===== src/rtl/object_manager.sv =====
// ---------------------------------------------------------------------------
// object_manager: per-frame sweep of NUM_OBJ scrolling collectables (spawn/scroll/collide/despawn).
// Optional OBJMGR_SPEEDUP_EN: speed +1 on every 16th collect, capped at SPEED_MAX.  Rev 1.0
// ---------------------------------------------------------------------------
`default_nettype none

module object_manager #(
  parameter int NUM_OBJ      = 8,
  parameter int SCREEN_WIDTH = 1024,
  parameter int CHAR_WIDTH   = 20,
  parameter int CHAR_HEIGHT  = 20,
  parameter int OBJ_HEIGHT   = 20,
  parameter int Y_MIN        = 32,
  parameter int SPAWN_THRESH = 6,
  parameter int SPEED_INIT   = 1,
  parameter int SPEED_MAX    = 15,
  parameter int SCORE_W      = 8
) (
  input  logic                   clock,
  input  logic                   reset_n,
  input  logic                   start,
  input  logic                   frame_tick,
  input  logic [31:0]            random,
  input  logic [9:0]             p_vpos,
  output logic [26*NUM_OBJ-1:0]  obj_bus,
  output logic [SCORE_W-1:0]     score,
  output logic [3:0]             speed,
  output logic                   busy,
  output logic                   overrun
);

  localparam int IDX_W = (NUM_OBJ > 1) ? $clog2(NUM_OBJ) : 1;

  typedef enum logic [1:0] {
    ST_START = 2'd0,
    ST_PLAY  = 2'd1,
    ST_SCAN  = 2'd2
  } state_t;

  state_t             state, state_nx;
  logic [IDX_W-1:0]   idx;
  logic               spawned;
  logic [2:0]         anim_cnt;
  logic [25:0]        slot [NUM_OBJ];

  logic [25:0]        cur, slot_nx;
  logic [10:0]        cur_x, cur_y, vpos;
  logic [9:0]         spawn_y;
  logic               occupied, hit, miss, do_spawn, last, collect;
  logic [SCORE_W-1:0] score_inc;
  logic               rand_unused;

  assign rand_unused = &{1'b0, random[27:9]};

  always_ff @(posedge clock or negedge reset_n) begin
    if (!reset_n) state <= ST_START;
    else          state <= state_nx;
  end

  always_comb begin
    state_nx = state;
    case (state)
      ST_START: if (start)      state_nx = ST_PLAY;
      ST_PLAY:  if (frame_tick) state_nx = ST_SCAN;
      ST_SCAN:  if (last)       state_nx = ST_PLAY;
      default:                  state_nx = ST_START;
    endcase
  end

  // All comparisons run on the pre-update slot contents, widened to 11 bits.
  always_comb begin
    cur       = slot[idx];
    cur_x     = cur[20:10];
    cur_y     = {1'b0, cur[9:0]};
    vpos      = {1'b0, p_vpos};
    occupied  = |cur;
    hit       = (cur_x < 11'(CHAR_WIDTH)) &&
                (cur_y < vpos + 11'(CHAR_HEIGHT)) &&
                (cur_y + 11'(OBJ_HEIGHT) > vpos);
    miss      = cur_x <= {7'd0, speed};
    do_spawn  = !occupied && !spawned && (random[31:28] < 4'(SPAWN_THRESH));
    spawn_y   = 10'(Y_MIN) + {1'b0, random[8:0]};
    last      = (idx == IDX_W'(NUM_OBJ - 1));
    collect   = (state == ST_SCAN) && occupied && hit;
    score_inc = score + SCORE_W'(1);

    slot_nx = cur;
    if (do_spawn)
      slot_nx = {3'd0, 2'd0, 11'(SCREEN_WIDTH - 1), spawn_y};
    else if (occupied && (hit || miss))
      slot_nx = '0;
    else if (occupied)
      slot_nx = {cur[25:23] + {2'd0, anim_cnt == 3'd0}, cur[22:21],
                 cur_x - {7'd0, speed}, cur[9:0]};
  end

  always_ff @(posedge clock or negedge reset_n) begin
    if (!reset_n) begin
      for (int i = 0; i < NUM_OBJ; i++) slot[i] <= '0;
      score    <= '0;
      speed    <= 4'd0;
      busy     <= 1'b0;
      overrun  <= 1'b0;
      anim_cnt <= 3'd0;
      idx      <= '0;
      spawned  <= 1'b0;
    end else begin
      case (state)
        ST_START: begin
          if (start) begin
            for (int i = 0; i < NUM_OBJ; i++) slot[i] <= '0;
            speed <= 4'(SPEED_INIT);
            score <= '0;
          end
        end
        ST_PLAY: begin
          if (frame_tick) begin
            idx     <= '0;
            spawned <= 1'b0;
            busy    <= 1'b1;
          end
        end
        ST_SCAN: begin
          slot[idx] <= slot_nx;
          if (do_spawn) spawned <= 1'b1;
          if (collect && !(&score)) begin
            score <= score_inc;
`ifdef OBJMGR_SPEEDUP_EN
            if (score_inc[3:0] == 4'd0 && speed != 4'(SPEED_MAX))
              speed <= speed + 4'd1;
`endif
          end
          if (frame_tick) overrun <= 1'b1;
          if (last) begin
            busy     <= 1'b0;
            anim_cnt <= anim_cnt + 3'd1;
          end else begin
            idx <= idx + IDX_W'(1);
          end
        end
        default: ;
      endcase
    end
  end

  generate
    for (genvar i = 0; i < NUM_OBJ; i++) begin : g_bus
      assign obj_bus[26*i +: 26] = slot[i];
    end
  endgenerate

endmodule

`default_nettype wire


===== config.mk =====
export PLATFORM = sky130hd
export DESIGN_NAME = object_manager
export DESIGN_NICKNAME = d
export VERILOG_FILES = /design/src/rtl/object_manager.sv
export SDC_FILE = /design/constraint.sdc
export NUM_CORES = 1
export LEC_CHECK = 0
export CAP_MARGIN = 20
export CORE_ASPECT_RATIO = 0.8
export CORE_MARGIN = 2
export CORE_UTILIZATION = 40
export DETAILED_ROUTE_END_ITERATION = 10
export PLACE_DENSITY = 0.71
export SLEW_MARGIN = 20
export SYNTH_ARGS = -nofsm -noshare
export SYNTH_HDL_FRONTEND = slang
export SYNTH_SLANG_ARGS = --single-unit

===== constraint.sdc =====
create_clock -name clock -period 6.3 [get_ports clock]
set_clock_uncertainty 0.1 [all_clocks]
set_input_delay 1.575 -clock clock [delete_from_list [all_inputs] [get_ports clock]]
set_output_delay 1.575 -clock clock [all_outputs]
set_load 0.01 [all_outputs]

* Word level (Yosys, flattened, before mapping)
Cells that the tools add are included.
** Operators by class
- Add/sub/neg operators :: 8
- Muxes and demuxes :: 27
- Bitwise logic cells :: 1
- Reduce and logical (&&, ||, !) cells :: 28
- Magnitude comparators :: 7
- Equality and inequality tests :: 9
** Operators with widths (number)
- 208-bit one-hot mux with 2 select lines :: 1
- 208-bit bitwise mux :: 1
- 208-bit 2-to-1 mux :: 1
- 26-bit 2-to-1 mux :: 6
- 26-bit binary-select mux with 3-bit select :: 1
- 26-bit demux with 3-bit select :: 1
- 26-bit OR reduction :: 1
- 10-bit by 5-bit adder with 11-bit output (second input constant) :: 2
- 8-bit 2-to-1 mux :: 2
- 8-bit one-hot mux with 2 select lines :: 1
- 3-bit AND reduction :: 5
- 11-bit by 10-bit greater-than comparator with 1-bit output :: 1
- 11-bit by 1-bit <= comparator with 1-bit output :: 1
- 10-bit by 11-bit < comparator with 1-bit output :: 1
- 11-bit by 5-bit < comparator with 1-bit output (second input constant) :: 1
- 11-bit by 1-bit subtractor with 11-bit output :: 1
- 6-bit by 9-bit adder with 10-bit output (first input constant) :: 1
- 2-bit inequality test (second input constant) :: 5
- 1-bit logical AND :: 9
- 8-bit by 1-bit adder with 8-bit output (second input constant) :: 1
- 2-bit AND reduction :: 4
- 8-bit AND reduction :: 1
- 3-bit by 1-bit adder with 3-bit output (second input constant) :: 2
- 2-bit 2-to-1 mux :: 3
- other kinds (19) :: 27
** Storage, ports and cells
- Flip-flop bits (word level) :: 228
- Output and inout bits :: 222

* Depth between registers and ports, before layout
- Depth in word-level cells :: 13
- Depth in mapped cells :: 26
- Mapped depth without buffers :: 19

* Least setup slack after synthesis
Ideal clock, no wire load.
- Path kind :: register -> register
- Start :: reg idx[1]
- End :: reg slot (netlist bit obj_bus[23])
- Path slack :: 1.625 ns
- Library setup time :: 0.122 ns
- Data arrival time :: 4.453 ns
- Period minus slack after synthesis :: 4.675 ns
- Path buffers :: 7
- Data required time :: 6.078 ns
- Cell stages (with the launch flop) :: 26
- Cell sequence :: dfrtp_1 > buf_6 > buf_6 > buf_6 > buf_2 > buf_4 > buf_2 > mux2i_1 > nor2_1 > a31oi_1 > nor2_1 > nor2_1 > inv_1 > ha_1 > nand2b_1 > a21oi_1 > a21oi_1 > ha_1 > nand4_1 > a21o_1 > a31o_2 > a221oi_4 > o21ai_2 > a21boi_4 > buf_4 > a32o_1
** Between the ends
- Cells in the longest elaborated chain, start to end :: 13
- Elaborated cells on any way between the ends :: 28
- Those cells by class :: add/sub (2); order compare (6); mux (10); bitwise (1); reduce/logical (9)
** Ends and longest elaborated chain
- start: declaration :: line 41 : logic [IDX_W-1:0] idx;
- start signal: assignment :: line 138 : idx <= idx + IDX_W'(1);
- 3-bit inverter with 4-bit output (implied by the code) * :: line 72, 124
- 26-bit binary-select mux with 3-bit select :: line 72 : cur = slot[idx];
- 26-bit 2-to-1 mux (implied by the code) (2 in a row) :: line 72
- 10-bit by 5-bit adder with 11-bit output, or another cell as far along :: line 79 : (cur_y + 11'(OBJ_HEIGHT) > vpos);
- 11-bit by 10-bit greater-than comparator with 1-bit output or 1-bit logical AND (tied branches) :: line 79, 77
- 1-bit logical AND :: line 78 : (cur_y < vpos + 11'(CHAR_HEIGHT)) &&
- 1-bit logical OR :: line 90 : else if (occupied && (hit || miss))
- 1-bit logical AND :: line 90
- 26-bit 2-to-1 mux :: line 90
- 26-bit 2-to-1 mux :: line 88 : if (do_spawn)
- 208-bit bitwise mux * :: line 124 : slot[idx] <= slot_nx;
- 208-bit one-hot mux with 2 select lines * :: line 108 : case (state)
- end signal: indexed assignment :: line 124
- end: declaration :: line 44 : logic [25:0] slot [NUM_OBJ];
Every way passes the cells marked *; elsewhere a longest branch is shown, timed or not. The select of a mux whose other input is x is not followed.
A chain may end at the register's enable or synchronous reset.

* Worst setup path after layout
- Start :: reg idx[0]
- End :: reg slot (netlist bit obj_bus[50])
Same word-level chain as after synthesis.

==> impl_metrics.ini <==
[worst_setup_path]
required_ps = 6680
crit_type = reg2reg
crit_chain = buf_4 > inv_1 > nor2_1 > a31oi_1 > nor2_1 > nor2_1 > inv_1 > ha_1 > nand2b_1 > nand3_1 > xnor2_1 > ha_1 > a21o_1 > a211oi_1 > a31o_2 > a221oi_4 > o21ai_2 > a21boi_4 > a32o_1
rr_worst_depth = 19
slowest_stage = a21boi_4
path_depth = 19
crit_family = compound AO/OA/AOI/OAI gates
worstPathArrival_ps = 5610
crit_path_max_incr_delay_ps = 560
critPathCaptureType = flop
critPathLaunchType = flop
crit_path_frequent_cell = nor2_1
crit_buf_inv = 3
crit_fanout = 16

[cells_and_area]
fin_area_um2 = 15900
n_antenna_cell = 0
layout-drive-gt1-share_pct = 13.0
final_cell_mix = clkdlybuf4s50_1, dfrtp_1, nand3_1
syn_to_final_growth_pct = 29.8
final_nets = 1477
final_common_cell = clkdlybuf4s50_1

[pwr]
powerDensity_nw_per_um2 = 446
swShare_pct = 48.6
vdd_ir_drop_max_uv = 371
seqPwrFrac_pct = 25.2
p_comb_share_pct = 53.8
p_int_mw = 3.66
p_switching_mw = 3.46
p_leak_nw = 6.52
p_clk_share_pct = 21.0

[cts]
clock_sinks = 228
cts_resized = 0
clkLatencyLatePin_ps = 550
ctsHtreeMaxLevel = 1
cts-root-buf = clkbuf_16
clk_path_buf_depth = 3
cts_tree = built
path_clk_slew_ps = 60
cts_hold_buf = 0
postCtsSetupBuffers = 0
cts_made_buffers = 25

[drt]
drt_iter0_drc = 965
num_vias = 11100
ant_nets = 0
dr.pass1.iters = 6
routed_wl_um = 44700
routed_via_density = 6.05
drcViolationCount = 0
routedWlPerCell_um = 24.4

[floorplan]
rows = 57
initial_utilization_pct = 40.5
die_h_um = 161
die_w_um = 200
die_area_um2 = 32100
io-pin-count = 268
core_area_um2 = 30300

[sta]
setup_tns_ps = 0
relSlewSlack_pct = 25.3
fin_ws_ps = 1070
max_freq_mhz = 191
timing.final.hold_violations = 0
tightest_slew_ps = 1120
rsz0062_at_grt = false
layout_min_cycle_time_ps = 5230
slew_violations = 0
holdWs_ps = 366
setup_viol = 0
finalCritPeriodShare_pct = 83.1

[place]
post_dp_cell_area_um2 = 15100
port-buffer-count = 244
place_congestion = 0.959
place_hpwl_um = 32200
place_ws_ps = 967

[synth]
yosys_register_bits = 228
yosysTopAreaCell = dfrtp_1
synthFlopType = dfrtp_1
synthCells = 1176
synth-edff-count = 0
avgSynthCellArea_um2 = 10.4
ys_seq_area_share_pct = 46.4
yosys.area.top_type_share_pct = 46.4
synth.yosys.warnings = 0
syn_area_um2 = 12300
synth.area.top_cells = dfrtp_1, mux4_2, nand3_1
synthArstFlopShare_pct = 100
synth.distinct_cells = 87

[global_routing]
grt_pass1_vias = 10800
track_usage_pct = 27.7
antenna_found_initial = 0
grt_max_degree = 116
overflow = 0
grt_pass1_wl_um = 67200

[run]
maxCapViolCount = 0

[min_path]
whs_path_depth = 1
hold_class = reg2reg

[outcome]
status = finished clean
final timing paths:
kind | startpoint | endpoint | slack, ps
worst max register to register | idx[0] | obj_bus[50] | 1070
worst max-delay path | idx[0] | obj_bus[50] | 1070
min in group asynchronous | reset_n | obj_bus[123] | 1010
max in group asynchronous | reset_n | obj_bus[7] | 3950
worst min register to register | overrun | overrun | 370
worst min-delay path | overrun | overrun | 370
power groups by stage:
| stage | logic [mW] | clock network [mW] | registers, mW |
|---|---|---|---|
| 5_1_grt | 4.03 | 1.58 | 1.81 |
| 6_report | 3.83 | 1.49 | 1.79 |
| 4_1_cts | 3.73 | 1.51 | 1.79 |
| 3_3_place_gp | 3.66 | 0 | 1.81 |
| 3_5_place_dp | 3.71 | 0 | 1.81 |
| 2_1_floorplan | 2.53 | 0 | 1.77 |
cell usage after synthesis, types with 4 or more instances:
cell      count
o211ai_1      5
xnor2_1      13
a21oi_2       4
buf_6         6
nand2_1     105
a22o_1       34
nor2b_1       8
o22ai_1       6
a21oi_1      11
buf_2        14
a211oi_1      5
nand4_1      14
a32o_1       17
dfrtp_1     228
o31ai_1      12
nand2_2      10
nor2_1       45
and3_1        6
nor3_1       30
o21ai_1     101
mux4_2       40
nand3_1     117
clkbuf_1     42
o21ai_0      70
ha_1         31
buf_4         8
nand2b_1     12
o21ai_2      10
inv_1        31
mux2i_1      34
and2_1       14
o32ai_1       5
mux2_2        5
metrics by stage:
step / utilization (%) / cells / power, mW
final: 52.6 / 1832 / 7.12
after global routing: 52.6 / 1832 / 7.43
after CTS: 52.5 / 1832 / 7.03
after detailed placement: 49.7 / 1786 / 5.53
after global placement: 49.7 / 1786 / 5.47
after floorplan: - / 1178 / 4.30
layer usage:
layer,GRT usage (%),vias up,part of all wire (%)
met2,39.7,622,43
li1,-,4837,-
met1,40.3,5505,42
met5,0,-,0
met4,10.4,0,3.8
met3,6.95,114,11
cell type report:
class	count	area, um^2
fill	2702	14400
multi-input combinational	840	6090
sequential	228	5710
timing repair buffer	270	2660
clock buffer	37	751
tap	413	517
inverter	35	134
clock inverter	9	90.1
flip-flops by register name, summed over array words and instances (netlist names):
signal and count:
anim_cnt 3, busy 1, idx 3, obj_bus 208, overrun 1, score 8
spawned 1, speed 1, state 2
logic make-up after synthesis:
family / share of synthesized area [%]
fa+ha+maj: 3.16
compound gates: 17.6
simple gates: 16.2
mux: 10.9
other cells: 0.0305
buf+inv: 4.40
xor+xnor: 1.27
flops: 46.4
No activity file was read; power rests on OpenSTA's default activity.
